**src/rtl/mem_stage_pkg.sv**
```systemverilog
`default_nettype none
// ============================================================================
//  Module   : mem_stage_pkg
//  Purpose  : Shared definitions for the MEM pipeline stage. Holds the funct3
//             access-width codes, the bubble instruction word, the FSM state
//             encoding and the alignment helper.
//  Revision : 1.0  initial release
// ============================================================================
package mem_stage_pkg;

  // Instruction word that marks a bubble on the MEM/WB boundary (addi x0,x0,0)
  localparam logic [31:0] NOP_INST_DEFAULT = 32'h0000_0013;

  // funct3 load/store width and sign codes
  localparam logic [2:0] F3_B  = 3'b000;
  localparam logic [2:0] F3_H  = 3'b001;
  localparam logic [2:0] F3_W  = 3'b010;
  localparam logic [2:0] F3_BU = 3'b100;
  localparam logic [2:0] F3_HU = 3'b101;

  // Access width, taken from funct3[1:0]; any other code is handled as a word
  localparam logic [1:0] WID_BYTE = 2'b00;
  localparam logic [1:0] WID_HALF = 2'b01;

  // Access FSM: idle/issue, or waiting for dmem_ack
  typedef enum logic [0:0] {
    ST_IDLE = 1'b0,
    ST_WAIT = 1'b1
  } state_e;

  // An access is misaligned when a halfword sits on an odd byte or a word is
  // not on a 4-byte boundary. Bytes can never be misaligned.
  function automatic logic is_misaligned(input logic [1:0] width,
                                         input logic [1:0] lane);
    logic mis;
    case (width)
      WID_BYTE: mis = 1'b0;
      WID_HALF: mis = lane[0];
      default:  mis = (lane != 2'b00);
    endcase
    return mis;
  endfunction

endpackage : mem_stage_pkg
`default_nettype wire

```
**src/rtl/mem_stage_if.sv**
```systemverilog
`default_nettype none
// ============================================================================
//  Module   : mem_stage_if
//  Purpose  : Bundle of the EX-side request, data-memory handshake and MEM/WB
//             result signals around the MEM stage. The master modport is the
//             stage's own view; slave is the view of its environment.
//  Revision : 1.0  initial release
// ============================================================================
interface mem_stage_if;

  // EX -> MEM
  logic        ex_valid;
  logic [31:0] ex_inst;
  logic [31:0] ex_alu_result;
  logic [31:0] ex_store_data;
  logic [4:0]  ex_rd_addr;
  logic        ex_we;
  logic        ex_mem_rd;
  logic        ex_mem_wr;
  logic [2:0]  ex_funct3;
  logic        ex_mmr_we;
  logic        stall_out;

  // Data memory handshake
  logic        dmem_req;
  logic        dmem_wr;
  logic [31:0] dmem_addr;
  logic [31:0] dmem_wdata;
  logic [3:0]  dmem_be;
  logic        dmem_ack;
  logic [31:0] dmem_rdata;

  // MEM -> WB
  logic [31:0] rd_data_from_mem;
  logic [4:0]  rd_addr_from_mem;
  logic        we_to_wb;
  logic [31:0] inst_from_MEM;
  logic [31:0] loadnoc_data;
  logic [31:0] mmr_location;
  logic        mmr_we_wb;
  logic        mem_err;

  modport master (
    input  ex_valid, ex_inst, ex_alu_result, ex_store_data, ex_rd_addr,
           ex_we, ex_mem_rd, ex_mem_wr, ex_funct3, ex_mmr_we,
           dmem_ack, dmem_rdata,
    output stall_out, dmem_req, dmem_wr, dmem_addr, dmem_wdata, dmem_be,
           rd_data_from_mem, rd_addr_from_mem, we_to_wb, inst_from_MEM,
           loadnoc_data, mmr_location, mmr_we_wb, mem_err
  );

  modport slave (
    output ex_valid, ex_inst, ex_alu_result, ex_store_data, ex_rd_addr,
           ex_we, ex_mem_rd, ex_mem_wr, ex_funct3, ex_mmr_we,
           dmem_ack, dmem_rdata,
    input  stall_out, dmem_req, dmem_wr, dmem_addr, dmem_wdata, dmem_be,
           rd_data_from_mem, rd_addr_from_mem, we_to_wb, inst_from_MEM,
           loadnoc_data, mmr_location, mmr_we_wb, mem_err
  );

endinterface : mem_stage_if
`default_nettype wire

```
**src/rtl/mem_stage_load_align.sv**
```systemverilog
`default_nettype none
// ============================================================================
//  Module   : mem_stage_load_align
//  Purpose  : Combinational load aligner. Selects the addressed byte/halfword
//             lane of the raw read word and sign- or zero-extends it.
//  Revision : 1.0  initial release
// ============================================================================
module mem_stage_load_align
  import mem_stage_pkg::*;
(
  input  logic [31:0] rdata_i,
  input  logic [1:0]  lane_i,
  input  logic [2:0]  funct3_i,
  output logic [31:0] data_o
);

  logic [7:0]  w_byte;
  logic [15:0] w_half;

  // Lane select followed by width/sign extension
  always_comb begin
    case (lane_i)
      2'd0:    w_byte = rdata_i[7:0];
      2'd1:    w_byte = rdata_i[15:8];
      2'd2:    w_byte = rdata_i[23:16];
      default: w_byte = rdata_i[31:24];
    endcase
    // Aligned halfwords only ever start at byte 0 or byte 2
    w_half = lane_i[1] ? rdata_i[31:16] : rdata_i[15:0];

    case (funct3_i)
      F3_B:    data_o = {{24{w_byte[7]}}, w_byte};
      F3_H:    data_o = {{16{w_half[15]}}, w_half};
      F3_BU:   data_o = {24'd0, w_byte};
      F3_HU:   data_o = {16'd0, w_half};
      default: data_o = rdata_i;
    endcase
  end

endmodule : mem_stage_load_align
`default_nettype wire

```
**src/rtl/mem_stage.sv**
```systemverilog
`default_nettype none
// ============================================================================
//  Module   : mem_stage
//  Purpose  : Memory-access pipeline stage between EX and WB. Issues loads and
//             stores over a req/ack handshake, aligns load data, forwards the
//             loadnoc/MMR fields and registers results into MEM/WB. Stalls EX
//             while an access is outstanding and aborts on timeout.
//  Revision : 1.0  initial release
// ============================================================================
module mem_stage
  import mem_stage_pkg::*;
#(
  parameter logic [31:0] NOP_INST    = NOP_INST_DEFAULT,
  parameter int          TIMEOUT_CYC = 255
) (
  input  logic        clk,
  input  logic        reset,
  mem_stage_if.master bus
);

  localparam logic [7:0] TIMEOUT_LIMIT = 8'(TIMEOUT_CYC);

  state_e      state_q;
  logic [7:0]  cnt_q;

  // Copy of the request taken while idle; drives the bus during WAIT
  logic [31:0] cap_addr_q;
  logic [31:0] cap_sdata_q;
  logic [31:0] cap_inst_q;
  logic [2:0]  cap_f3_q;
  logic [4:0]  cap_rd_q;
  logic        cap_we_q;
  logic        cap_wr_q;

  // MEM/WB boundary registers
  logic [31:0] rd_data_q;
  logic [4:0]  rd_addr_q;
  logic        we_q;
  logic [31:0] inst_q;
  logic [31:0] loadnoc_q;
  logic [31:0] mmr_loc_q;
  logic        mmr_we_q;
  logic        err_q;

  logic        w_in_wait;
  logic [31:0] w_addr;
  logic [31:0] w_sdata;
  logic [31:0] w_inst;
  logic [2:0]  w_f3;
  logic [4:0]  w_rd;
  logic        w_we;
  logic        w_wr;
  logic        w_is_mem;
  logic        w_misalign;
  logic        w_timeout;
  logic        w_req;
  logic        w_retire_mem;
  logic        w_retire_direct;
  logic [3:0]  w_be;
  logic [31:0] w_wdata;
  logic [31:0] w_load_data;

  // Pick the live EX fields while idle, the captured copy while waiting
  always_comb begin
    w_in_wait = (state_q == ST_WAIT);
    if (w_in_wait) begin
      w_addr  = cap_addr_q;
      w_sdata = cap_sdata_q;
      w_inst  = cap_inst_q;
      w_f3    = cap_f3_q;
      w_rd    = cap_rd_q;
      w_we    = cap_we_q;
      w_wr    = cap_wr_q;
    end else begin
      w_addr  = bus.ex_alu_result;
      w_sdata = bus.ex_store_data;
      w_inst  = bus.ex_inst;
      w_f3    = bus.ex_funct3;
      w_rd    = bus.ex_rd_addr;
      w_we    = bus.ex_we;
      // A slot flagged as both load and store is executed as a store
      w_wr    = bus.ex_mem_wr;
    end

    // MMR (loadnoc) ops never touch data memory
    w_is_mem   = bus.ex_valid & ~bus.ex_mmr_we & (bus.ex_mem_rd | bus.ex_mem_wr);
    w_misalign = is_misaligned(bus.ex_funct3[1:0], bus.ex_alu_result[1:0]);
    w_timeout  = w_in_wait & (cnt_q == TIMEOUT_LIMIT);
    // Gated by reset so an access in flight vanishes the moment reset asserts
    w_req      = reset & (w_in_wait ? ~w_timeout : (w_is_mem & ~w_misalign));

    w_retire_mem    = w_req & bus.dmem_ack;
    w_retire_direct = ~w_in_wait & bus.ex_valid &
                      (bus.ex_mmr_we | ~(bus.ex_mem_rd | bus.ex_mem_wr));
  end

  // Store byte enables and lane-replicated write data
  always_comb begin
    case (w_f3[1:0])
      WID_BYTE: begin
        w_be    = 4'b0001 << w_addr[1:0];
        w_wdata = {4{w_sdata[7:0]}};
      end
      WID_HALF: begin
        w_be    = 4'b0011 << w_addr[1:0];
        w_wdata = {2{w_sdata[15:0]}};
      end
      default: begin
        w_be    = 4'b1111;
        w_wdata = w_sdata;
      end
    endcase
  end

  mem_stage_load_align u_load_align (
    .rdata_i  (bus.dmem_rdata),
    .lane_i   (w_addr[1:0]),
    .funct3_i (w_f3),
    .data_o   (w_load_data)
  );

  // Data-memory request and upstream stall; stall releases in the ack cycle
  always_comb begin
    bus.dmem_req   = w_req;
    bus.dmem_wr    = w_req & w_wr;
    bus.dmem_addr  = w_req ? {w_addr[31:2], 2'b00} : 32'd0;
    bus.dmem_be    = w_req ? w_be : 4'd0;
    bus.dmem_wdata = (w_req & w_wr) ? w_wdata : 32'd0;
    bus.stall_out  = w_req & ~bus.dmem_ack;
  end

  // Capture the request while idle so it stays stable across WAIT
  always_ff @(posedge clk or negedge reset) begin
    if (!reset) begin
      cap_addr_q  <= '0;
      cap_sdata_q <= '0;
      cap_inst_q  <= '0;
      cap_f3_q    <= '0;
      cap_rd_q    <= '0;
      cap_we_q    <= 1'b0;
      cap_wr_q    <= 1'b0;
    end else if (!w_in_wait) begin
      cap_addr_q  <= bus.ex_alu_result;
      cap_sdata_q <= bus.ex_store_data;
      cap_inst_q  <= bus.ex_inst;
      cap_f3_q    <= bus.ex_funct3;
      cap_rd_q    <= bus.ex_rd_addr;
      cap_we_q    <= bus.ex_we;
      cap_wr_q    <= bus.ex_mem_wr;
    end
  end

  // Access FSM, timeout counter and registered MEM/WB outputs
  always_ff @(posedge clk or negedge reset) begin
    if (!reset) begin
      state_q   <= ST_IDLE;
      cnt_q     <= '0;
      rd_data_q <= '0;
      rd_addr_q <= '0;
      we_q      <= 1'b0;
      inst_q    <= NOP_INST;
      loadnoc_q <= '0;
      mmr_loc_q <= '0;
      mmr_we_q  <= 1'b0;
      err_q     <= 1'b0;
    end else begin
      // Bubble unless something retires this cycle
      rd_data_q <= '0;
      rd_addr_q <= '0;
      we_q      <= 1'b0;
      inst_q    <= NOP_INST;
      loadnoc_q <= '0;
      mmr_loc_q <= '0;
      mmr_we_q  <= 1'b0;
      err_q     <= (~w_in_wait & w_is_mem & w_misalign) | w_timeout;

      if (w_retire_direct | w_retire_mem) begin
        rd_addr_q <= w_rd;
        inst_q    <= w_inst;
        loadnoc_q <= w_sdata;
        mmr_loc_q <= w_addr;
        rd_data_q <= (w_retire_mem & ~w_wr) ? w_load_data : w_addr;
        we_q      <= w_we & ~(w_retire_mem & w_wr);
        mmr_we_q  <= w_retire_direct & bus.ex_mmr_we;
      end

      case (state_q)
        ST_IDLE: begin
          // The issue cycle already counts as the first cycle of waiting
          if (w_req & ~bus.dmem_ack) begin
            state_q <= ST_WAIT;
            cnt_q   <= 8'd1;
          end else begin
            cnt_q   <= '0;
          end
        end
        ST_WAIT: begin
          if (w_timeout | bus.dmem_ack) begin
            state_q <= ST_IDLE;
            cnt_q   <= '0;
          end else begin
            cnt_q   <= cnt_q + 8'd1;
          end
        end
        default: begin
          state_q <= ST_IDLE;
          cnt_q   <= '0;
        end
      endcase
    end
  end

  // MEM/WB outputs come straight from the boundary registers
  always_comb begin
    bus.rd_data_from_mem = rd_data_q;
    bus.rd_addr_from_mem = rd_addr_q;
    bus.we_to_wb         = we_q;
    bus.inst_from_MEM    = inst_q;
    bus.loadnoc_data     = loadnoc_q;
    bus.mmr_location     = mmr_loc_q;
    bus.mmr_we_wb        = mmr_we_q;
    bus.mem_err          = err_q;
  end

endmodule : mem_stage
`default_nettype wire

```
**src/flat_wrapper.sv**
```systemverilog
// flat-port wrapper written by rule: the top's interface ports become plain ports
module mem_stage_flat import mem_stage_pkg::*;
#(
  parameter logic [31:0] NOP_INST    = NOP_INST_DEFAULT,
  parameter int          TIMEOUT_CYC = 255
)
  (clk, reset, bus_ex_valid, bus_ex_inst, bus_ex_alu_result, bus_ex_store_data, bus_ex_rd_addr, bus_ex_we, bus_ex_mem_rd, bus_ex_mem_wr, bus_ex_funct3, bus_ex_mmr_we, bus_dmem_ack, bus_dmem_rdata, bus_stall_out, bus_dmem_req, bus_dmem_wr, bus_dmem_addr, bus_dmem_wdata, bus_dmem_be, bus_rd_data_from_mem, bus_rd_addr_from_mem, bus_we_to_wb, bus_inst_from_MEM, bus_loadnoc_data, bus_mmr_location, bus_mmr_we_wb, bus_mem_err);
  mem_stage_if bus_i ();
  input  logic clk;
  input  logic reset;
  input wire logic [$bits(bus_i.ex_valid)-1:0] bus_ex_valid;
  input wire logic [$bits(bus_i.ex_inst)-1:0] bus_ex_inst;
  input wire logic [$bits(bus_i.ex_alu_result)-1:0] bus_ex_alu_result;
  input wire logic [$bits(bus_i.ex_store_data)-1:0] bus_ex_store_data;
  input wire logic [$bits(bus_i.ex_rd_addr)-1:0] bus_ex_rd_addr;
  input wire logic [$bits(bus_i.ex_we)-1:0] bus_ex_we;
  input wire logic [$bits(bus_i.ex_mem_rd)-1:0] bus_ex_mem_rd;
  input wire logic [$bits(bus_i.ex_mem_wr)-1:0] bus_ex_mem_wr;
  input wire logic [$bits(bus_i.ex_funct3)-1:0] bus_ex_funct3;
  input wire logic [$bits(bus_i.ex_mmr_we)-1:0] bus_ex_mmr_we;
  input wire logic [$bits(bus_i.dmem_ack)-1:0] bus_dmem_ack;
  input wire logic [$bits(bus_i.dmem_rdata)-1:0] bus_dmem_rdata;
  output wire logic [$bits(bus_i.stall_out)-1:0] bus_stall_out;
  output wire logic [$bits(bus_i.dmem_req)-1:0] bus_dmem_req;
  output wire logic [$bits(bus_i.dmem_wr)-1:0] bus_dmem_wr;
  output wire logic [$bits(bus_i.dmem_addr)-1:0] bus_dmem_addr;
  output wire logic [$bits(bus_i.dmem_wdata)-1:0] bus_dmem_wdata;
  output wire logic [$bits(bus_i.dmem_be)-1:0] bus_dmem_be;
  output wire logic [$bits(bus_i.rd_data_from_mem)-1:0] bus_rd_data_from_mem;
  output wire logic [$bits(bus_i.rd_addr_from_mem)-1:0] bus_rd_addr_from_mem;
  output wire logic [$bits(bus_i.we_to_wb)-1:0] bus_we_to_wb;
  output wire logic [$bits(bus_i.inst_from_MEM)-1:0] bus_inst_from_MEM;
  output wire logic [$bits(bus_i.loadnoc_data)-1:0] bus_loadnoc_data;
  output wire logic [$bits(bus_i.mmr_location)-1:0] bus_mmr_location;
  output wire logic [$bits(bus_i.mmr_we_wb)-1:0] bus_mmr_we_wb;
  output wire logic [$bits(bus_i.mem_err)-1:0] bus_mem_err;
  assign bus_i.ex_valid = bus_ex_valid;
  assign bus_i.ex_inst = bus_ex_inst;
  assign bus_i.ex_alu_result = bus_ex_alu_result;
  assign bus_i.ex_store_data = bus_ex_store_data;
  assign bus_i.ex_rd_addr = bus_ex_rd_addr;
  assign bus_i.ex_we = bus_ex_we;
  assign bus_i.ex_mem_rd = bus_ex_mem_rd;
  assign bus_i.ex_mem_wr = bus_ex_mem_wr;
  assign bus_i.ex_funct3 = bus_ex_funct3;
  assign bus_i.ex_mmr_we = bus_ex_mmr_we;
  assign bus_i.dmem_ack = bus_dmem_ack;
  assign bus_i.dmem_rdata = bus_dmem_rdata;
  assign bus_stall_out = bus_i.stall_out;
  assign bus_dmem_req = bus_i.dmem_req;
  assign bus_dmem_wr = bus_i.dmem_wr;
  assign bus_dmem_addr = bus_i.dmem_addr;
  assign bus_dmem_wdata = bus_i.dmem_wdata;
  assign bus_dmem_be = bus_i.dmem_be;
  assign bus_rd_data_from_mem = bus_i.rd_data_from_mem;
  assign bus_rd_addr_from_mem = bus_i.rd_addr_from_mem;
  assign bus_we_to_wb = bus_i.we_to_wb;
  assign bus_inst_from_MEM = bus_i.inst_from_MEM;
  assign bus_loadnoc_data = bus_i.loadnoc_data;
  assign bus_mmr_location = bus_i.mmr_location;
  assign bus_mmr_we_wb = bus_i.mmr_we_wb;
  assign bus_mem_err = bus_i.mem_err;
  mem_stage #(.NOP_INST(NOP_INST), .TIMEOUT_CYC(TIMEOUT_CYC)) u_core (.clk(clk), .reset(reset), .bus(bus_i));
endmodule
```
**config.mk**
```make
export PLATFORM = sky130hd
export DESIGN_NAME = mem_stage_flat
export DESIGN_NICKNAME = d
export VERILOG_FILES = /design/src/rtl/mem_stage_pkg.sv /design/src/rtl/mem_stage_if.sv /design/src/rtl/mem_stage_load_align.sv /design/src/rtl/mem_stage.sv /design/src/flat_wrapper.sv
export SDC_FILE = /design/constraint.sdc
export NUM_CORES = 1
export LEC_CHECK = 0
export ABC_AREA = 1
export BUFFER_PORTS_ARGS = -buffer_cell sky130_fd_sc_hd__buf_2
export CORE_ASPECT_RATIO = 1.5
export CORE_MARGIN = 2
export CORE_UTILIZATION = 46
export CTS_BUF_LIST = sky130_fd_sc_hd__clkbuf_16
export CTS_CLUSTER_SIZE = 40
export DETAILED_ROUTE_END_ITERATION = 16
export PLACE_DENSITY = 0.76
export REMOVE_ABC_BUFFERS = 1
export SLEW_MARGIN = 20
export SYNTH_ARGS = -nofsm -noshare
export SYNTH_HDL_FRONTEND = slang
export SYNTH_SLANG_ARGS = --single-unit
```
**constraint.sdc**
```tcl
create_clock -name clk -period 2.38 [get_ports clk]
set_input_delay 0.714 -clock clk [delete_from_list [all_inputs] [get_ports clk]]
set_output_delay 0.714 -clock clk [all_outputs]
set_load 0.01 [all_outputs]
```
==> flow_metrics.env <==
export IMPL_status="complete, but fails checks"
export IMPL_violations="negative setup slack"
export IMPL_track_usage_pct=26.8
export IMPL_firstDrtPassIters=5
export IMPL_synth_area_sq_mm=0.0108
export IMPL_synth_avg_cell_area_sq_um=9.01
export IMPL_avgViaCountPerCell=4.96
export IMPL_rsz0062_at_grt="true"
export IMPL_slew_violations=0
export IMPL_worst_pin_slew_ps=874
export IMPL_synth_most_common_cell="dfrtp_1"
export IMPL_clk_path_buf_depth=3
export IMPL_cts_tree="built"
export IMPL_power_density_mw_per_mm2=686
export IMPL_vias=9968
export IMPL_slew_headroom_pct=41.7
export IMPL_multi_input_area_sq_mm=0.00409
export IMPL_cts_buffers=25
export IMPL_grt_pass1_wl_um=51400
export IMPL_insertion_delay_ps=520
export IMPL_drv_cap=0
export IMPL_ys_async_sr_fraction_pct=100
export IMPL_cts_sinks=251
export IMPL_pin_count=351
export IMPL_die_x_um=129
export IMPL_slowest_delay_ps=550
export IMPL_drt_wl_total_um=35600
export IMPL_antenna_found_initial=5
export IMPL_synth_area_mux_share_pct=0
export IMPL_ys_flop_type="dfrtp_1"
export IMPL_met3_length_um=2630
export IMPL_p_total_w=0.0106
export IMPL_grt_max_degree=161
export IMPL_synth_cells=1201
export IMPL_ir_drop_mv=0.605
export IMPL_met1_length_um=12800
export IMPL_fp_dieH_um=192
export IMPL_worstSetupEndpointType="primary output"
export IMPL_root_buffer="clkbuf_16"
export IMPL_area_growth_pct=42.4
export IMPL_period_share_pct=125
export IMPL_synth_area_leaders="dfrtp_1 57%, nand2_1 7.4%, or2_2 6.0%"
export IMPL_first_iter_violations=571
export IMPL_layout_drive_gt1_share_pct=47.9
export IMPL_wl_met2_um=18500
export IMPL_seq_area_frac_synth_pct=58.1
export IMPL_setup_viol=69
export IMPL_dr_max_layer_used="met5"
export IMPL_drc=0
export IMPL_regArea_sq_mm=0.00629
export IMPL_critPathSlowestCell="dfrtp_4"
export IMPL_netlist_top_cell_by_area="dfrtp_1"
export IMPL_core_sq_mm=0.0231
export IMPL_start_util_pct=46.9
export IMPL_finClkSkew_ps=9.43
export IMPL_gp_congestion=0.859
export IMPL_hold_class="input pin to async pin"
export IMPL_crit_fanout=8
export IMPL_worst_r2r_cell_count=12
export IMPL_dieArea_sq_mm=0.0248
export IMPL_synth_compound_area_share_pct=9.58
export IMPL_leakagePower_nw=8.49
export IMPL_required_ps=1670
export IMPL_arrival_ps=2270
export IMPL_ant_nets=0
export IMPL_row_count=68
export IMPL_startpoint_type="flip-flop"
export IMPL_hold_violations=0
export IMPL_synth_simple_area_share_pct=23.6
export IMPL_synthAdderAreaFrac_pct=0.116
export IMPL_fin_nets=1820
export IMPL_synth_edf_count=0
export IMPL_port_buffers=348
export IMPL_fin_cells=2010
export IMPL_yosys_area_top_type_share_pct=57.3
export IMPL_min_period_ps=2980
export IMPL_synth_common_cells="248 x dfrtp_1, 212 x nand2_1, 169 x nor2_1"
export IMPL_dp_cells=1929
export IMPL_grt_pass1_vias=9887
export IMPL_path_cells="inv_8 > buf_12 > or2_1 > o21ai_2 > nor2_4 > inv_6 > buf_12 > a211oi_2 > buf_2"
export IMPL_path_class="flip-flop to primary output"
export IMPL_synth_top_family_by_area="simple AND/OR/NAND/NOR gates"
export IMPL_overflow=0
export IMPL_max_freq_mhz=335
export IMPL_synth_cell_types=41
export IMPL_synth_seq_cells=251
export IMPL_fin_ws_ps=-604
export IMPL_path_common_cell="buf_12"
export IMPL_fillers=1734
export IMPL_post_drt_wl_per_cell_um=17.7
export IMPL_path_clk_slew_ps=60
export IMPL_setup_tns_ps=-31690
export IMPL_synth_warning_count=0
export IMPL_cts_htree_levels=1
export IMPL_dp_hpwl_um=23200
export IMPL_synth_xor_area_share_pct=0.162
-- worst paths after layout --
kind	start	end	slack [ps]
setup reg to reg	u_core.state_q$_DFF_PN0_	u_core.bus.rd_data_from_mem[6]$_DFF_PN0_	100
max in group asynchronous	reset	u_core.state_q$_DFF_PN0_	890
min in group clk	bus_ex_inst[0]	u_core.cap_inst_q[0]$_DFF_PN0_	410
hold / removal	reset	u_core.bus.mmr_location[14]$_DFF_PN0_	210
hold reg to reg	u_core.cap_inst_q[0]$_DFF_PN0_	u_core.cap_inst_q[0]$_DFF_PN0_	480
setup / recovery	u_core.state_q$_DFF_PN0_	bus_dmem_wdata[10]	-600
-- critical path, delay by kind of cell (launching register included) --
kind | cells | cell delay [ps]
AO/OA/AOI/OAI | 2 | 260
flip-flops | 1 | 550
buffers and inverters | 5 | 640
AND/OR/NAND/NOR | 2 | 280
-- timing repair --
action | in CTS | in global routing
setup endpoints to repair | 70 | 143
hold buffers | 0 | 0
endpoints found under the hold margin | 0 | 0
pin swaps | 19 | 9
resized for setup | 101 | 83
gates cloned | 4 | 3
setup buffers | 20 | 9
-- power by group --
group / internal (W) / total, W / switching [W]
registers: 0.00463 / 0.00473 / 0.0000979
logic: 0.000936 / 0.00228 / 0.00134
clock network: 0.00191 / 0.00356 / 0.00166
total: 0.00747 / 0.0106 / 0.00310
-- through the flow --
stage	hold WS (ps)	setup slack, ps	instance area (sq um)	utilization, %
finish	213	-604	15400	66.8
global route	227	-727	15400	66.8
CTS	214	-623	15000	65.1
detailed placement	463	-421	13700	59.4
global placement	457	-350	13700	59.4
floorplan	418	-2990	10500	-
-- flip-flops by register name, summed over array words and instances, names as in the netlist, 3 cells and up --
register                     flops
u_core.cap_addr_q               32
u_core.cap_inst_q               32
u_core.bus.rd_addr_from_mem      5
u_core.bus.inst_from_MEM        32
u_core.cap_rd_q                  5
u_core.bus.rd_data_from_mem     32
u_core.cnt_q                     8
u_core.cap_sdata_q              32
u_core.bus.loadnoc_data         32
u_core.bus.mmr_location         32
u_core.cap_f3_q                  3
-- cells by family after synthesis --
family / Yosys count
AOI/OAI and AO/OA: 179
xor gates and xnor gates: 2
adders and majority gates: 1
buffers and inverters: 210
DFF: 251
other: 1
and+or+nand+nor: 557
-- cells in the final DEF, fill, tap and decap left out, drive strengths merged --
cell type	count
or2	105
a21oi	41
a21boi	1
dfstp	3
a211oi	15
clkbuf	28
buf	507
nor2	192
nand4	1
o211ai	2
nand2	224
xor2	1
nand3b	2
dfrtp	248
o21a	1
diode	3
conb	2
nand3	32
nor3b	1
inv	155
o21ai	118
xnor2	1
clkinv	10
ha	1
a31o	1
-- final cells by class --
type | count | share of cell area (%)
Sequential cell | 251 | 40.8
Multi-Input combinational cell | 741 | 26.5
Timing Repair Buffer | 510 | 21.7
Clock buffer | 25 | 4.06
Inverter | 146 | 3.69
Tap cell | 315 | 2.56
Clock inverter | 19 | 0.601
Antenna cell | 3 | 0.0487
-- routing by layer --
| metal | GRT usage [%] | up-vias |
|---|---|---|
| met5 | 0 | - |
| met4 | 11.9 | 4 |
| met3 | 6.46 | 102 |
| met2 | 47.8 | 449 |
| met1 | 30.2 | 4787 |
| li1 | - | 4626 |
Power figures use the tool's default switching activity.
